<file path="src/rtl/lmg_move_unpacker.sv">
// Unpacks 8-slot LMG FIFO words into a valid/ready stream of moves with a running index.
// An all-invalid word ends the list and freezes the move count.

module lmg_slot_decode #(
  parameter int MOVE_W = 18
) (
  input  logic [MOVE_W:0]   slot,
  output logic              vld,
  output logic [MOVE_W-1:0] move
);
  assign vld  = ~slot[MOVE_W];
  assign move = slot[MOVE_W-1:0];
endmodule

module lmg_move_unpacker #(
  parameter int MOVE_W = 18,
  parameter int SLOTS  = 8,
  parameter int CNT_W  = 8
) (
  input  logic                        clk,
  input  logic                        reset_n,
  input  logic                        start,
  input  logic                        lmg_done,
  output logic                        lmg_rden,
  input  logic [SLOTS*(MOVE_W+1)-1:0] lmg_fifo_out,
  output logic                        move_valid,
  input  logic                        move_ready,
  output logic [MOVE_W-1:0]           move_data,
  output logic [CNT_W-1:0]            move_index,
  output logic [CNT_W-1:0]            move_count,
  output logic                        list_done,
  output logic                        overflow
);
  localparam int SW = MOVE_W + 1;
  localparam logic [CNT_W-1:0] CNT_MAX = '1;

  typedef enum logic [2:0] {S_IDLE, S_WAIT, S_POP, S_LATCH, S_EMIT, S_FIN} state_t;

  state_t                         state, state_nxt;
  logic [SLOTS-1:0]               mask, mask_in, low_bit;
  logic [SLOTS-1:0][MOVE_W-1:0]   moves, moves_in;
  logic [MOVE_W-1:0]              sel_data;
  logic                           found;

  for (genvar k = 0; k < SLOTS; k++) begin : g_slot
    lmg_slot_decode #(.MOVE_W(MOVE_W)) u_dec (
      .slot (lmg_fifo_out[k*SW +: SW]),
      .vld  (mask_in[k]),
      .move (moves_in[k])
    );
  end

  // Lowest pending slot wins; data reads as zero when nothing is pending.
  always_comb begin
    low_bit  = '0;
    sel_data = '0;
    found    = 1'b0;
    for (int k = 0; k < SLOTS; k++) begin
      if (mask[k] && !found) begin
        low_bit[k] = 1'b1;
        sel_data   = moves[k];
        found      = 1'b1;
      end
    end
  end

  always_comb begin
    state_nxt = state;
    if (start) state_nxt = S_WAIT;
    else begin
      case (state)
        S_IDLE:  state_nxt = S_IDLE;
        S_WAIT:  if (lmg_done) state_nxt = S_POP;
        S_POP:   state_nxt = S_LATCH;
        S_LATCH: state_nxt = (mask_in == '0) ? S_FIN : S_EMIT;
        S_EMIT:  if (move_ready && (mask & ~low_bit) == '0) state_nxt = S_POP;
        S_FIN:   state_nxt = S_FIN;
        default: state_nxt = S_IDLE;
      endcase
    end
  end

  always_ff @(posedge clk or negedge reset_n) begin
    if (!reset_n) begin
      state      <= S_IDLE;
      mask       <= '0;
      moves      <= '0;
      move_count <= '0;
      overflow   <= 1'b0;
    end else begin
      state <= state_nxt;
      if (start) begin
        mask       <= '0;
        move_count <= '0;
        overflow   <= 1'b0;
      end else if (state == S_LATCH) begin
        mask  <= mask_in;
        moves <= moves_in;
      end else if (state == S_EMIT && move_ready) begin
        mask <= mask & ~low_bit;
        // Count pins at its maximum; further accepts only flag overflow.
        if (move_count == CNT_MAX) overflow <= 1'b1;
        else move_count <= move_count + CNT_W'(1);
      end
    end
  end

  assign lmg_rden   = (state == S_POP);
  assign move_valid = (state == S_EMIT);
  assign list_done  = (state == S_FIN);
  assign move_data  = sel_data;
  assign move_index = move_count;

endmodule

</file>
<file path="config.mk">
export PLATFORM = sky130hd
export DESIGN_NAME = lmg_move_unpacker
export DESIGN_NICKNAME = d
export VERILOG_FILES = /design/src/rtl/lmg_move_unpacker.sv
export SDC_FILE = /design/constraint.sdc
export NUM_CORES = 1
export LEC_CHECK = 0
export ABC_AREA = 1
export BUFFER_PORTS_ARGS = -buffer_cell sky130_fd_sc_hd__buf_2
export CAP_MARGIN = 0
export CORE_UTILIZATION = 40
export DETAILED_ROUTE_END_ITERATION = 8
export GPL_TIMING_DRIVEN = 0
export MAX_ROUTING_LAYER = met4
export PLACE_DENSITY = 0.69
export SYNTH_ARGS = -nofsm -noshare
export SYNTH_HDL_FRONTEND = slang
export SYNTH_SLANG_ARGS = --single-unit
</file>
<file path="constraint.sdc">
create_clock -name clk -period 4.1 [get_ports clk]
set_input_delay 0.41 -clock clk [delete_from_list [all_inputs] [get_ports clk]]
set_output_delay 0.41 -clock clk [all_outputs]
set_load 0.005 [all_outputs]
</file>
==> run_results.csv, run 1 <==
group,metric,value,unit
sta,skew,6.60,ps
yosys,synth_nets,845,
yosys,ys_seq_area_frac,0.532,
clocking,numCtsBuffers,17,
clocking,cts_setup_buffers,0,
sta,min_period,2920,ps
yosys,synthCells,687,
critical_path,arrival,2510,ps
yosys,synth_edf_count,0,
route,via_count,5934,
die,die_h,141,um
global_routing,grt.met1_usage,0.269,
sta,worst_pin_slew,624,ps
sta,slew_headroom,0.582,
power,internal-power,4.33,mW
route,wl_per_cell,16.9,um
critical_path,ff2ff_path_depth,12,
critical_path,timing.critical_path.to_type,"primary output",
final_layout,layout-drive-gt1-share,0.451,
placed_design,portBuffers,194,
critical_path,crit_family,"simple AND/OR/NAND/NOR gates",
critical_path,slowest_stage,"nor3_2",
yosys,ys_ff_latch,164,
yosys,yosysMostFrequentCell,"dfrtp_1",
route,via_per_inst,5.03,
power,power_leakage,4.90,nW
global_routing,overflow,0,
clocking,cts_tree,"built",
yosys,async_reset_ff_frac,1.00,
die,io_pins,195,
route,firstDrtPassIters,6,
route,ant_nets,0,
die,core_area,18800,um2
critical_path,cp_max_fo,10,
yosys,synth_top_area_frac,0.532,
min_path,min-delay-path-class,"input port to flop",
global_routing,antenna_found_initial,4,
clocking,cts.sinks,164,
critical_path,r2r_end,"move_count[5]$_DFFE_PN0P_",
final_layout,instances_no_fill,1180,
yosys,syn_avg_cell_area,11.2,um2
yosys,synthDistinctLibCells,33,
critical_path,critPathLaunchType,"flop",
die,start_util,0.410,
yosys,yosysTopAreaCell,"dfrtp_1",
yosys,ys.warnings.count,0,
clocking,cts_buffer_depth,2,
yosys,synth.area.top_cells,"dfrtp_1 (53%), mux2_2 (14%), mux2_4 (8.6%), nand2_1 (7.0%), nand3_1 (3.1%)",
route,first_iter_violations,280,
route,wl,19900,um
yosys,synth_area,7710,um2
die,die_w,141,um
clocking,cts_htree_levels,4,
placed_design,hpwl,14700,um
power,swShare,0.287,
sta,final-max-slew-violation-count,0,
global_routing,grt_pass1_wl,31500,um
power,p_seq_frac,0.452,
min_path,holdCritStartpoint,"lmg_fifo_out[91]",
min_path,holdPathStages,2,
critical_path,max_stage_delay,570,ps
clocking,insertion_delay,420,ps
power,powerDensity,626,nW/um2
yosys,synthTopCellsByCount,"dfrtp_1 (164), nand2_1 (144), mux2_2 (95)",
critical_path,crit-reg2reg-launch,"move_count[1]$_DFFE_PN0P_",
final_layout,syn2layout_area_growth,25.9,%
status,status,"finished, final reports clean",
route,post-route-drc-count,0,
global_routing,gr-usage-met2,0.354,
critical_path,path_class,"flop to primary output",
global_routing,track_usage,0.218,
job,cap_violations,0,
min_path,whs_endpoint,"moves[87]$_DFFE_PN0P_",
critical_path,rrSetupSlack,2240,ps
sta,setup_violations,0,
yosys,synth_ff_type,"dfrtp_1",
power,peakVddDrop,0.351,mV
global_routing,busiest_layer,"met2",
clocking,clockRootBuffer,"clkbuf_16",
critical_path,crit_buf_inv,2,
sta,whs,194,ps
sta,max_freq,343,MHz
critical_path,required,3690,ps
clocking,clk_pin_slew,70,ps
power,p_sw,1.74,mW
placed_design,place_congestion,0.872,
power,power_frac_comb,0.259,
global_routing,use_met3,0.0615,
sta,hold_violations,0,
clocking,cts_resized,0,
die,dieArea,19800,um2
final_layout,num-nets-final,1060,
sta,rsz0062_at_grt,"no",
clocking,cts_hold_repair.buffers,1,
global_routing,first_global_vias,5960,
global_routing,grt_max_degree,102,
placed_design,placed_cells,1142,
critical_path,cpMostUsedCell,"a21oi_1",
die,core.rowCount,50,
sta,post-route-period-util,0.712,
power,p_clk_frac,0.289,
critical_path,path_cells,"nor3_2, clkbuf_1, a21oi_1, nand2_1, a21oi_1, nand4_1, buf_2",
sequential cells by signal, indices dropped and copies added (netlist names):
signal,count
moves,144
mask,8
move_count,8
overflow,1
state,3
placed cells by master (no fill, tap or decap), drive strengths merged:
cell,instances
buf,226
dfrtp,164
nand2,145
mux2,144
nand3,50
a21oi,39
inv,31
nand4,25
clkbuf,25
nor2,21
o21ai,14
clkinv,6
diode,5
o22ai,5
a31oi,4
bufinv,4
nor3,4
or2,2
and3,1
o31ai,1
nor4,1
o311ai,1
ha,1
dlygate4sd3,1
layout make-up:
type | instances | area, um2
multi-input cells | 458 | 3270
clock inverters | 15 | 216
inverters | 26 | 97.6
clock buffers | 17 | 425
plain buffers | 39 | 241
flip-flops and latches | 164 | 4100
repair buffers | 196 | 1020
fillers | 1689 | 9120
diodes | 5 | 12.5
well taps | 260 | 325
power groups by stage:
stage | Sequential (mW) | Clock [mW] | Combinational, mW
6_report | 2.75 | 1.75 | 1.58
3_3_place_gp | 2.73 | 0 | 1.54
4_1_cts | 2.74 | 1.79 | 1.60
2_1_floorplan | 2.64 | 0 | 1.17
5_1_grt | 2.84 | 1.86 | 1.73
3_5_place_dp | 2.76 | 0 | 1.59
stage by stage:
step           setup slack [ps]  setup TNS [ps]   util  total power, mW  instance area, um2
2_1_floorplan              2280               0      -             3.81                7710
3_3_place_gp              -4.14            -102  0.478             4.27                9010
3_5_place_dp               1630               0  0.480             4.35                9040
4_1_cts                    1150               0  0.515             6.13                9700
5_1_grt                     970               0  0.515             6.42                9710
6_report                   1180               0  0.516             6.08                9710
per-layer routing:
layer / up-vias / part of all wire
met5: - / 0
met3: 16 / 0.055
met2: 176 / 0.49
met1: 2926 / 0.44
li1: 2816 / -
met4: 0 / 0.012
worst max-delay path by stage:
stage / startpoint / end / depth (start not counted)
2_1_floorplan: mask[0]$_DFFE_PN0P_ / move_data[10] / 6
3_5_place_dp: mask[0]$_DFFE_PN0P_ / move_data[6] / 7
6_report: mask[0]$_DFFE_PN0P_ / move_data[14] / 7
4_1_cts: mask[0]$_DFFE_PN0P_ / move_data[14] / 7
3_3_place_gp: reset_n / moves[11]$_DFFE_PN0P_ / 1
5_1_grt: mask[0]$_DFFE_PN0P_ / move_data[14] / 7
kinds of logic (layout without fill, tap and decap cells):
| kind of cell | Yosys count | after routing | share of synthesized area |
|---|---|---|---|
| and+or+nand+nor | 249 | 249 | 0.147 |
| DFF | 164 | 164 | 0.532 |
| muxes | 144 | 144 | 0.232 |
| buffers and inverters | 65 | 293 | 0.0440 |
| AOI/OAI and AO/OA | 64 | 64 | 0.0438 |
| adders and majority gates | 1 | 1 | 0.00162 |
| other | 0 | 5 | 0 |
No activity file was read; power rests on OpenSTA's default activity.
==> run 2, diff against run 1 <==
--- a/config.mk
+++ b/config.mk
@@ -12,7 +12,7 @@
 export DETAILED_ROUTE_END_ITERATION = 8
 export GPL_TIMING_DRIVEN = 0
 export MAX_ROUTING_LAYER = met4
-export PLACE_DENSITY = 0.69
+export PLACE_DENSITY = 0.71
 export SYNTH_ARGS = -nofsm -noshare
 export SYNTH_HDL_FRONTEND = slang
 export SYNTH_SLANG_ARGS = --single-unit
==> constraint.sdc (replaced) <==
create_clock -name clk -period 2.35 [get_ports clk]
set_input_delay 0.235 -clock clk [delete_from_list [all_inputs] [get_ports clk]]
set_output_delay 0.235 -clock clk [all_outputs]
set_load 0.005 [all_outputs]
==> run_results.csv, run 2 (synthesis results as in run 1) <==
group,metric,value,unit
status,status,"finished, final reports clean",
clocking,clk_pin_slew,60,ps
route,first_iter_violations,321,
route,wl,20200,um
die,core_area,18800,um2
power,powerDensity,1060,nW/um2
route,post-route-drc-count,0,
clocking,insertion_delay,430,ps
placed_design,hpwl,14600,um
critical_path,crit_buf_inv,3,
critical_path,crit-reg2reg-launch,"move_count[1]$_DFFE_PN0P_",
critical_path,crit_family,"simple AND/OR/NAND/NOR gates",
critical_path,critPathLaunchType,"flop",
critical_path,required,2120,ps
final_layout,final_common_cell,"buf_2",
critical_path,slowest_stage,"dfrtp_2",
clocking,cts_htree_levels,4,
critical_path,path_class,"flop to primary output",
route,ant_nets,0,
die,io_pins,195,
power,peakVddDrop,0.595,mV
sta,worst_pin_slew,618,ps
power,total_power,10.6,mW
sta,skew,13.3,ps
placed_design,portBuffers,194,
die,dieArea,19800,um2
sta,post-route-period-util,0.987,
final_layout,instances_no_fill,1191,
critical_path,max_stage_delay,490,ps
critical_path,path_cells,"nor2_4, nand4_1, nor3_4, buf_6, buf_6, nand2_1, nand4_1, buf_2",
placed_design,placed_cells,1142,
sta,whs,21.4,ps
sta,final-max-slew-violation-count,0,
die,die_w,141,um
final_layout,final_cell_area,9930,um2
final_layout,num-nets-final,1070,
sta,tns,0,ps
power,power_leakage,5.00,nW
sta,setup_ws,31.0,ps
final_layout,layout-drive-gt1-share,0.490,
job,cap_violations,0,
die,die_h,141,um
clocking,clockRootBuffer,"clkbuf_16",
route,firstDrtPassIters,4,
global_routing,grt_pass1_wl,31500,um
die,core.rowCount,50,
critical_path,arrival,2080,ps
sta,rsz0062_at_grt,"yes",
sta,hold_violations,0,
clocking,numCtsBuffers,17,
sta,min_period,2320,ps
clocking,cts_buffer_depth,2,
final_layout,top_register,"moves",
global_routing,grt_max_degree,122,
final_layout,syn2layout_area_growth,28.8,%
final_layout,largest_register_ffs,144,
sta,slew_headroom,0.588,
sta,setup_violations,0,
clocking,cts_tree,"built",
min_path,holdCritStartpoint,"lmg_fifo_out[110]",
final_layout,top_regs,"moves: 144 flops, mask: 8 flops, move_count: 8 flops",
placed_design,place_congestion,0.840,
die,start_util,0.410,
global_routing,overflow,0,
final_layout,utilization,0.528,
critical_path,cp_max_fo,5,
route,wl_per_cell,16.9,um
global_routing,track_usage,0.218,
route,via_per_inst,4.97,
critical_path,timing.critical_path.to_type,"primary output",
placed_design,dpl_cell_area,9040,um2
min_path,min-delay-path-class,"input port to flop",
sta,max_freq,431,MHz
final_layout,layout_common_cells,"buf_2 (205), dfrtp_1 (162), nand2_1 (139)",
clocking,cts.sinks,164,
global_routing,first_global_vias,6074,
critical_path,crit_start,"mask[0]$_DFFE_PN0P_",
placed_design,place_ws,31.7,ps
global_routing,antenna_found_initial,4,
route,via_count,5916,
-- run 2: cell count changes in the layout (fill, tap and decap cells not counted), moves of 5 or more --
cell | previous run | this run
a21oi_1 | 39 | 26
a21oi_2 | 0 | 13
buf_4 | 8 | 17
buf_6 | 6 | 13
clkbuf_1 | 8 | 2
nand2_1 | 144 | 139
nand2_2 | 0 | 5
-- run 2: power by group --
group | switching (mW) | internal (mW) | leakage, nW | total [mW]
clock network | 1.24 | 1.63 | 0.295 | 2.87
registers | 0.717 | 4.11 | 2.00 | 4.82
logic | 1.14 | 1.73 | 2.70 | 2.88
-- run 2: timing repair --
item                                   4_1_cts  5_1_grt
setup endpoints to repair                   15       18
buffers inserted                             4        5
hold buffers                                 1        0
resized for setup                           30       34
pin swaps                                    3        6
endpoints found under the hold margin       43        0
cloned                                       0        1
-- run 2: layer usage --
| layer | GRT usage | wire, um |
|---|---|---|
| met5 | - | 0 |
| met1 | 0.274 | 8860 |
| met3 | 0.0526 | 1240 |
| met2 | 0.357 | 9900 |
| met4 | 0.0498 | 172 |
-- run 2: path summary, 6_finish.rpt --
path	cells after the start	end	slack, ps
worst max-delay path	8	move_data[16]	30
worst min-delay path	2	moves[105]$_DFFE_PN0P_	20
worst max register to register	12	move_count[5]$_DFFE_PN0P_	470
worst min register to register	2	overflow$_DFFE_PN0P_	480
max in group asynchronous	3	moves[45]$_DFFE_PN0P_	1130
min in group asynchronous	2	moves[89]$_DFFE_PN0P_	290
-- run 2: area by class of cell --
class	instances	area, um2
Fill cell	1674	8900
Sequential cell	164	4110
Multi-Input combinational cell	458	3370
Timing Repair Buffer	206	1120
Clock buffer	18	439
Tap cell	260	325
Buffer	39	294
Clock inverter	14	165
Inverter	26	101
Antenna cell	6	15.0
